File: config.mk
export PLATFORM = sky130hd
export DESIGN_NAME = opb_master_arbiter
export DESIGN_NICKNAME = d
export VERILOG_FILES = /design/src/rtl/opb_master_arbiter.sv
export SDC_FILE = /design/constraint.sdc
export NUM_CORES = 1
export LEC_CHECK = 0
export CORE_MARGIN = 2
export CORE_UTILIZATION = 42
export CTS_BUF_LIST = sky130_fd_sc_hd__clkbuf_16
export CTS_CLUSTER_DIAMETER = 40
export CTS_CLUSTER_SIZE = 28
export DETAILED_ROUTE_END_ITERATION = 8
export HOLD_SLACK_MARGIN = 0.15
export MAX_ROUTING_LAYER = met4
export PLACE_DENSITY = 0.82
export SLEW_MARGIN = 20
export SYNTH_ARGS = -nofsm -noshare
export SYNTH_HDL_FRONTEND = slang
export SYNTH_SLANG_ARGS = --single-unit
File: constraint.sdc
create_clock -name OPB_CLK -period 2 [get_ports OPB_CLK]
set_input_delay 0.3 -clock OPB_CLK [delete_from_list [all_inputs] [get_ports OPB_CLK]]
set_output_delay 0.3 -clock OPB_CLK [all_outputs]
set_load 0.01 [all_outputs]
File: src/rtl/opb_master_arbiter.sv
// ----------------------------------------------------------------------------
// opb_master_arbiter
//   Two-requester, single-beat OPB master. Requester 0 (host bridge) and
//   requester 1 (internal sequencer) share one decoder port under
//   round-robin arbitration. Each transaction is sequenced as
//   IDLE -> ISSUE -> [WAIT x READ_LAT] -> DONE -> [GAP x TURNAROUND] -> IDLE.
//
// Parameters
//   READ_LAT    cycles from the DEC_RE cycle to valid DEC_DO (1..4)
//   TURNAROUND  strobe-free cycles forced after every ACK (0..7)
//
// Ports
//   OPB_CLK, OPB_RST_N             clock, asynchronous active-low reset
//   Mx_REQ/RNW/ADDR/WDATA          requester x transaction (held until ACK)
//   Mx_ACK                         one-cycle completion pulse
//   Mx_RDATA                       read data, held until next read by x
//   DEC_RE/DEC_WE                  one-cycle decoder strobes
//   DEC_ADDR/DEC_DI                address / write data, held between txns
//   DEC_DO                         registered read data from the decoder
//   GRANT                          one-hot owner from ISSUE through DONE
//   BUSY                           high whenever the FSM is not IDLE
// ----------------------------------------------------------------------------
module opb_master_arbiter #(
    parameter int unsigned READ_LAT   = 1,
    parameter int unsigned TURNAROUND = 1
) (
    input  logic        OPB_CLK,
    input  logic        OPB_RST_N,

    input  logic        M0_REQ,
    input  logic        M0_RNW,
    input  logic [31:0] M0_ADDR,
    input  logic [31:0] M0_WDATA,
    output logic        M0_ACK,
    output logic [31:0] M0_RDATA,

    input  logic        M1_REQ,
    input  logic        M1_RNW,
    input  logic [31:0] M1_ADDR,
    input  logic [31:0] M1_WDATA,
    output logic        M1_ACK,
    output logic [31:0] M1_RDATA,

    output logic        DEC_RE,
    output logic        DEC_WE,
    output logic [31:0] DEC_ADDR,
    output logic [31:0] DEC_DI,
    input  logic [31:0] DEC_DO,

    output logic [1:0]  GRANT,
    output logic        BUSY
);

    // Wide enough for both READ_LAT (max 4) and TURNAROUND (max 7).
    localparam int unsigned CNT_W  = 3;
    localparam int unsigned DATA_W = 32;

    typedef enum logic [2:0] {
        S_IDLE  = 3'd0,
        S_ISSUE = 3'd1,
        S_WAIT  = 3'd2,
        S_DONE  = 3'd3,
        S_GAP   = 3'd4
    } state_t;

    state_t              state_q;
    logic                owner_q;       // 0 = M0, 1 = M1
    logic                rnw_q;
    logic                last_grant_q;  // owner of the most recent grant
    logic [CNT_W-1:0]    cnt_q;         // WAIT latency / GAP length counter
    logic                dec_re_q;
    logic                dec_we_q;
    logic [DATA_W-1:0]   dec_addr_q;
    logic [DATA_W-1:0]   dec_di_q;
    logic                m0_ack_q;
    logic                m1_ack_q;
    logic [DATA_W-1:0]   m0_rdata_q;
    logic [DATA_W-1:0]   m1_rdata_q;
    logic [1:0]          grant_q;
    logic                busy_q;

    // Arbitration decision, only consumed in IDLE.
    logic                grant_vld_c;
    logic                pick_c;
    logic                sel_rnw_c;
    logic [DATA_W-1:0]   sel_addr_c;
    logic [DATA_W-1:0]   sel_wdata_c;

    // Round robin: on contention the requester that did not win last time wins.
    always_comb begin
        grant_vld_c = 1'b0;
        pick_c      = 1'b0;
        if (M0_REQ && M1_REQ) begin
            grant_vld_c = 1'b1;
            pick_c      = ~last_grant_q;
        end else if (M0_REQ) begin
            grant_vld_c = 1'b1;
            pick_c      = 1'b0;
        end else if (M1_REQ) begin
            grant_vld_c = 1'b1;
            pick_c      = 1'b1;
        end
    end

    // Payload mux for the chosen requester.
    always_comb begin
        sel_rnw_c   = M0_RNW;
        sel_addr_c  = M0_ADDR;
        sel_wdata_c = M0_WDATA;
        if (pick_c) begin
            sel_rnw_c   = M1_RNW;
            sel_addr_c  = M1_ADDR;
            sel_wdata_c = M1_WDATA;
        end
    end

    // Transaction sequencer; every output is a flop so strobes never
    // see a combinational path from requester inputs.
    always_ff @(posedge OPB_CLK or negedge OPB_RST_N) begin
        if (!OPB_RST_N) begin
            state_q      <= S_IDLE;
            owner_q      <= 1'b0;
            rnw_q        <= 1'b0;
            last_grant_q <= 1'b1;
            cnt_q        <= '0;
            dec_re_q     <= 1'b0;
            dec_we_q     <= 1'b0;
            dec_addr_q   <= '0;
            dec_di_q     <= '0;
            m0_ack_q     <= 1'b0;
            m1_ack_q     <= 1'b0;
            m0_rdata_q   <= '0;
            m1_rdata_q   <= '0;
            grant_q      <= 2'b00;
            busy_q       <= 1'b0;
        end else begin
            // Strobes and ACKs are single-cycle pulses unless re-armed below.
            dec_re_q <= 1'b0;
            dec_we_q <= 1'b0;
            m0_ack_q <= 1'b0;
            m1_ack_q <= 1'b0;

            unique case (state_q)
                S_IDLE: begin
                    if (grant_vld_c) begin
                        owner_q      <= pick_c;
                        rnw_q        <= sel_rnw_c;
                        last_grant_q <= pick_c;
                        dec_addr_q   <= sel_addr_c;
                        dec_di_q     <= sel_wdata_c;
                        dec_re_q     <= sel_rnw_c;
                        dec_we_q     <= ~sel_rnw_c;
                        grant_q      <= pick_c ? 2'b10 : 2'b01;
                        busy_q       <= 1'b1;
                        state_q      <= S_ISSUE;
                    end
                end

                S_ISSUE: begin
                    if (rnw_q) begin
                        cnt_q   <= CNT_W'(READ_LAT);
                        state_q <= S_WAIT;
                    end else begin
                        m0_ack_q <= ~owner_q;
                        m1_ack_q <= owner_q;
                        state_q  <= S_DONE;
                    end
                end

                // Decoder output is valid in the last WAIT cycle (cnt == 1).
                S_WAIT: begin
                    cnt_q <= cnt_q - CNT_W'(1);
                    if (cnt_q == CNT_W'(1)) begin
                        if (owner_q) begin
                            m1_rdata_q <= DEC_DO;
                        end else begin
                            m0_rdata_q <= DEC_DO;
                        end
                        m0_ack_q <= ~owner_q;
                        m1_ack_q <= owner_q;
                        state_q  <= S_DONE;
                    end
                end

                S_DONE: begin
                    grant_q <= 2'b00;
                    if (TURNAROUND > 0) begin
                        cnt_q   <= CNT_W'(TURNAROUND);
                        state_q <= S_GAP;
                    end else begin
                        busy_q  <= 1'b0;
                        state_q <= S_IDLE;
                    end
                end

                S_GAP: begin
                    cnt_q <= cnt_q - CNT_W'(1);
                    if (cnt_q == CNT_W'(1)) begin
                        busy_q  <= 1'b0;
                        state_q <= S_IDLE;
                    end
                end

                default: begin
                    grant_q <= 2'b00;
                    busy_q  <= 1'b0;
                    state_q <= S_IDLE;
                end
            endcase
        end
    end

    assign DEC_RE   = dec_re_q;
    assign DEC_WE   = dec_we_q;
    assign DEC_ADDR = dec_addr_q;
    assign DEC_DI   = dec_di_q;
    assign M0_ACK   = m0_ack_q;
    assign M1_ACK   = m1_ack_q;
    assign M0_RDATA = m0_rdata_q;
    assign M1_RDATA = m1_rdata_q;
    assign GRANT    = grant_q;
    assign BUSY     = busy_q;

endmodule

==> impl_metrics.ini <==
[synthesis]
synthesis.yosys.warnings = 0
synth_cells = 506
synth.distinct_cells = 41
synth_area_per_cell_um2 = 12.7
share_of_synthesized_area_occupied_by_flip_flops_and_latches = 0.559
mappedNetlistNets = 674
synth_area_um2 = 6440
postSynthRegisterBits = 144

[timing]
totalNegativeSetupSlack_ps = 0
slew_viol_final = 0
grt_setup_unrepaired = no
timing_worst_slew_pin_value_ps = 480
final_period_minus_worst_setup_slack_ps = 1840
clock.fmax_mhz = 542
skew_ps = 7.95
max-slew-margin-rel = 0.680
final-hold-violation-count = 0
timing.final.ws_setup_ps = 157
fin_crit_sh = 0.922
report.final.setup_viol = 0

[critical_path]
crit_path_end_kind = register
worst_setup_path_start_kind = register
slowest_cell_on_the_critical_path = sky130_fd_sc_hd__dfrtp_1
cp_max_fo = 21
crit_path_max_incr_delay_ps = 640
reg2regPathDepth = 5
crit_path_cell_trace = inv_4 > nor2_8 > nand4_4 > buf_12 > mux2_4
worst-endpoint-arrival_ps = 2140
critical_path_required_ps = 2290
regToRegSetupSlack_ps = 160
r2r-end = M0_RDATA[17]$_DFFE_PN0P_
setup.worst_path.class = reg2reg
worst_reg2reg_path_startpoint = state_q[1]$_DFFE_PN0P_

[floorplanning]
die-height_um = 128
dieWidth_um = 128
rows = 45
pin_count = 301
initial_core_util = 0.427
die-area_um2 = 16300
core_region_area_um2 = 15100

[drt]
drt-total-wl_mm = 19.2
first_iter_violations = 251
via_per_inst = 5.01
routedWlPerCell_um = 18.9
drc = 0
vias = 5088
antenna_violating_nets_post_route = 0
drt_pass1_iterations = 5

[place]
detailedPlacementHpwl_mm = 14.2
io_buffers = 300
dp.cells = 980
routabilityCongestion = 0.840
pre_cts_slack_ps = 58.7

[grt]
vias_in_the_first_global_route = 5574
gr-usage-all-layers = 0.244
global_route.overflow_total = 0
global_route_wire_length_before_repair_mm = 29.7
initial_antenna_violation_count = 2
grt_start_max_net_pins = 85

[outcome]
run_status = finished clean

[layout]
layout-drive-gt1-share = 0.150
finalNetCount = 980
ff_latch_area_um2 = 3600
layout-area-overhead-vs-synth_pct = 60.4
fillCellCount = 1046
multi_input_comb_area_um2 = 2590
finalNonFillerCells = 1015

[clock_network]
clock_sink_count = 144
buffer_type_at_the_clock_tree_root = sky130_fd_sc_hd__clkbuf_16
numCtsBuffers = 17
cts-resized-gates = 0
clock_network_latency_to_the_later_pin_of_the_worst_skew_pair_ps = 420
cts_tree = yes
cts_htree_levels = 4
cts_max_path_buffers = 2
path_clk_slew_ps = 60

[power]
irDropWorstVdd_v = 0.000870
p_per_area_nw_per_um2 = 1580
leakage_nw = 4.61

[run]
cap_viol_max_count = 0

[min_path]
min-delay-path-class = in2async
[worst max-delay path by stage]
stage,from,slack [ps],to
2_1_floorplan,cnt_q[1]$_DFFE_PN0P_,550,M1_RDATA[10]$_DFFE_PN0P_
3_3_place_gp,M0_REQ,110,DEC_DI[2]$_DFFE_PN0P_
3_5_place_dp,M0_REQ,60,DEC_DI[24]$_DFFE_PN0P_
4_1_cts,state_q[1]$_DFFE_PN0P_,160,M0_RDATA[17]$_DFFE_PN0P_
5_1_grt,state_q[1]$_DFFE_PN0P_,90,M0_RDATA[17]$_DFFE_PN0P_
6_report,state_q[1]$_DFFE_PN0P_,160,M0_RDATA[17]$_DFFE_PN0P_
[stage by stage]
step	utilization	hold slack, ps	total power, W	instance area [um2]
5_1_grt	0.685	274	0.0173	10300
3_3_place_gp	0.645	136	0.0129	9730
6_report	0.685	277	0.0164	10300
2_1_floorplan	-	4.41	0.00912	6440
3_5_place_dp	0.645	142	0.0132	9730
4_1_cts	0.685	263	0.0165	10300
[layer usage]
layer / up-vias / share of wire / global-route usage / routed length (um)
met1: 2432 / 0.39 / 0.274 / 7550
met5: - / 0 / - / 0
li1: 2375 / - / - / -
met2: 249 / 0.50 / 0.401 / 9620
met4: 0 / 0.024 / 0.0944 / 464
met3: 32 / 0.082 / 0.0860 / 1570
[layout by cell type (no fill, tap or decap), types with 4 or more instances in the layout]
| master | synthesis | routed |
|---|---|---|
| sky130_fd_sc_hd__mux2_2 | 11 | 11 |
| sky130_fd_sc_hd__o21ai_1 | 28 | 28 |
| sky130_fd_sc_hd__inv_1 | 4 | 4 |
| sky130_fd_sc_hd__buf_4 | 4 | 8 |
| sky130_fd_sc_hd__dfrtp_1 | 143 | 143 |
| sky130_fd_sc_hd__clkdlybuf4s50_1 | 0 | 299 |
| sky130_fd_sc_hd__mux2_4 | 53 | 53 |
| sky130_fd_sc_hd__o21ai_0 | 45 | 45 |
| sky130_fd_sc_hd__mux2i_1 | 65 | 65 |
| sky130_fd_sc_hd__nor2_1 | 9 | 9 |
| sky130_fd_sc_hd__clkbuf_16 | 0 | 17 |
| sky130_fd_sc_hd__nand2_1 | 74 | 74 |
| sky130_fd_sc_hd__a21oi_1 | 9 | 9 |
| sky130_fd_sc_hd__buf_12 | 0 | 11 |
[synthesized netlist by cell type (all sizes together)]
| library cell | n | area [um2] |
|---|---|---|
| dfrtp | 143 | 3580 |
| nand2 | 74 | 278 |
| o21ai | 74 | 374 |
| mux2i | 65 | 651 |
| mux2 | 64 | 920 |
| buf | 26 | 221 |
| nor2 | 11 | 65.1 |
| a21oi | 9 | 45.0 |
| clkbuf | 7 | 26.3 |
| inv | 5 | 21.3 |
| nor3 | 3 | 26.3 |
| ha | 2 | 25.0 |
| nand3 | 2 | 10.0 |
| nand4 | 2 | 42.5 |
| o211ai | 2 | 15.0 |
| a21boi | 1 | 7.51 |
| a21o | 1 | 7.51 |
| a221o | 1 | 10.0 |
| a22oi | 1 | 7.51 |
| a31oi | 1 | 6.26 |
| a32oi | 1 | 8.76 |
| and2 | 1 | 6.26 |
| dfstp | 1 | 26.3 |
| nand3b | 1 | 7.51 |
| nor2b | 1 | 6.26 |
| nor4b | 1 | 8.76 |
| o21a | 1 | 7.51 |
| o22ai | 1 | 6.26 |
| o31ai | 1 | 7.51 |
| or2 | 1 | 6.26 |
| or3 | 1 | 6.26 |
| xnor2 | 1 | 8.76 |
[final cells by class]
class / instances / area share
inverter: 5 / 0.00206
sequential: 144 / 0.349
antenna: 2 / 0.000484
clock inverter: 15 / 0.0156
multi-input combinational: 324 / 0.250
clock buffer: 17 / 0.0412
tap: 188 / 0.0228
timing repair buffer: 320 / 0.319
[worst max-delay path, delay by kind of cell (launching register included)]
family                 cells  cell delay [ps]
multiplexers               1              310
flip-flops                 1              640
AND/OR/NAND/NOR            2              400
buffers and inverters      2              360
[power breakdown]
group / switching [W] / internal, W / total (W)
clock network: 0.00131 / 0.00185 / 0.00316
logic: 0.00327 / 0.00455 / 0.00782
registers: 0.000990 / 0.00440 / 0.00539
total: 0.00557 / 0.0108 / 0.0164
[sequential cells by signal, summed over array words and instances, names as in the netlist, 2 cells and up]
register / count
state_q: 3
cnt_q: 3
DEC_DI: 32
M0_RDATA: 32
M1_RDATA: 32
DEC_ADDR: 32
GRANT: 2
[kinds of logic after synthesis]
family | after synthesis | synth area share
flip-flops | 144 | 0.559
multiplexers | 129 | 0.244
AND/OR/NAND/NOR | 98 | 0.0718
AO/OA/AOI/OAI | 94 | 0.0781
buffers and inverters | 38 | 0.0417
adder cells (fa/ha/maj) | 2 | 0.00388
XOR/XNOR | 1 | 0.00136
[timing repair]
item | 4_1_cts | 5_1_grt
hold endpoints to repair | 143 | 0
setup buffers | 0 | 0
hold buffers | 1 | 0
Power figures use the tool's default switching activity.
==> edit, RTL diff (same settings) <==
The 5 states of `state_t` get a Gray code encoding in 3 bits.
--- a/src/rtl/opb_master_arbiter.sv
+++ b/src/rtl/opb_master_arbiter.sv
@@ -58,7 +58,7 @@
     typedef enum logic [2:0] {
-        S_IDLE  = 3'd0,
-        S_ISSUE = 3'd1,
-        S_WAIT  = 3'd2,
-        S_DONE  = 3'd3,
-        S_GAP   = 3'd4
+        S_IDLE  = 3'b000,
+        S_ISSUE = 3'b001,
+        S_WAIT  = 3'b011,
+        S_DONE  = 3'b010,
+        S_GAP   = 3'b110
     } state_t;
Formal check against the unedited RTL: no difference found for any inputs over 4 cycles, from zero or initial values and one cycle with OPB_RST_N low; so few cycles prove little.
==> edit against the original RTL <==
Clock skew increased by 5.0 ps; cell area decreased by 1.5%; sequential cell count unchanged; synthesized area decreased by 2.3%; total power decreased by 2.9%; routed wire length decreased by 2.4%; worst setup slack got worse by 54 ps; sequential power decreased by 4%; die area decreased by 2.3%; clock power decreased by 2%.
==> edit: results (changes against the original RTL) <==
[detailed_routing]
vias=5134  ; +0.90%
drt-total-wl_mm=18.7  ; -2.4%

[power_and_ir_drop]
p_leak_nw=4.43  ; -3.8%

[final_layout]
final_cells=940  ; -7.4%
nets=912  ; -6.9%
diodes=0  ; -2
final_layout_size_suffix_gt1_share_pct=15.5  ; +0.45 points

[logic_synthesis]
synth_fa_ha_area_share_pct=0.398  ; +0.0093 points
yosysSeqAreaShare_pct=57.3  ; +1.3 points
synthDistinctLibCells=43  ; +4.9%
synth_compound_area_share_pct=22.2  ; +14 points
syn_nets=615  ; -8.8%
syn_inst=447  ; -12%
synth_xor_area_share_pct=0.139  ; +0.0032 points
netlist_top_cells_count=dfrtp_1, a21o_1, o221a_1
synthMuxAreaShare_pct=13.4  ; -11 points
synth_area_leaders=dfrtp_1, o221a_1, a21o_1

[critical_path]
rr_worst_depth=6  ; +1
critPathLaunch=cnt_q[1]
cp-endpoint=M0_RDATA[8]
critPathMaxFanout=32  ; +52%
cp_top_family=simple AND/OR/NAND/NOR gates
slowest_stage=or3_2
rrSetupSlack_ps=100  ; -50 ps

[global_routing]
grt_pass1_wl_mm=29.6  ; -0.51%
track_usage_pct=24.1  ; -0.29 points
grt_max_degree=69  ; -19%
grt_antenna_before_repair=0  ; -2

[run_status]
status=complete, no violations

[min_path]
hp-class=in2async

[timing]
maxSlewHeadroom_pct=75.8  ; +7.9 points

[placement]
place_congestion=0.864  ; +2.9%
dp_hpwl_mm=13.6  ; -4.2%

[edit: cell types whose count changed after synthesis, sizes merged, moves of 6 or more]
cell,unedited run,this run
o21ai,74,2
o221a,0,65
a21o,1,66
nand2,74,7
mux2i,65,1
clkbuf,7,17
nor2,11,5
[edit: per-layer routing]
| metal | share of wire (%) | global-route usage (%) | wire length, microns | up-vias |
|---|---|---|---|---|
| met2 | 48 | 37.9 | 8980 | 266 |
| met5 | 0 | - | 0 | - |
| met4 | 3.1 | 10.7 | 583 | 0 |
| met3 | 6.8 | 5.48 | 1280 | 41 |
| li1 | - | - | - | 2299 |
| met1 | 42 | 29.9 | 7910 | 2528 |
[edit: stage by stage]
step	hold slack (ps)	total power (W)	setup WS, ps	cell area (sq um)
final	325	0.0159	103	10200
after floorplan	4.41	0.00881	261	6290
after global routing	352	0.0168	5.87	10200
after CTS	309	0.0160	111	10200
after global placement	186	0.0126	181	9590
after detailed placement	192	0.0128	116	9590
[edit: power breakdown]
part | leakage [nW] | internal [W] | switching, W
Combinational | 2.44 | 0.00463 | 0.00296
Sequential | 1.69 | 0.00433 | 0.000867
Clock | 0.292 | 0.00193 | 0.00118
[edit: cell type report]
cell class,count,area [sq um]
Inverter,5,18.8
Multi-Input combinational cell,257,2480
Fill cell,971,4410
Clock buffer,17,425
Clock inverter,14,151
Sequential cell,144,3600
Timing Repair Buffer,319,3260
Tap cell,184,230
[edit: worst reg2reg max path: stages, from the launching register on]
cell      delay (ps)
dfrtp_1          380
inv_1            110
ha_1             190
nand2b_1          80
or3_2            480
buf_12           210
mux2_4           340
[edit: kinds of logic after synthesis]
family,count (synthesis)
xor+xnor,1
simple gates,32
compound gates,157
buf+inv,46
flops,144
fa+ha+maj,2
mux,65
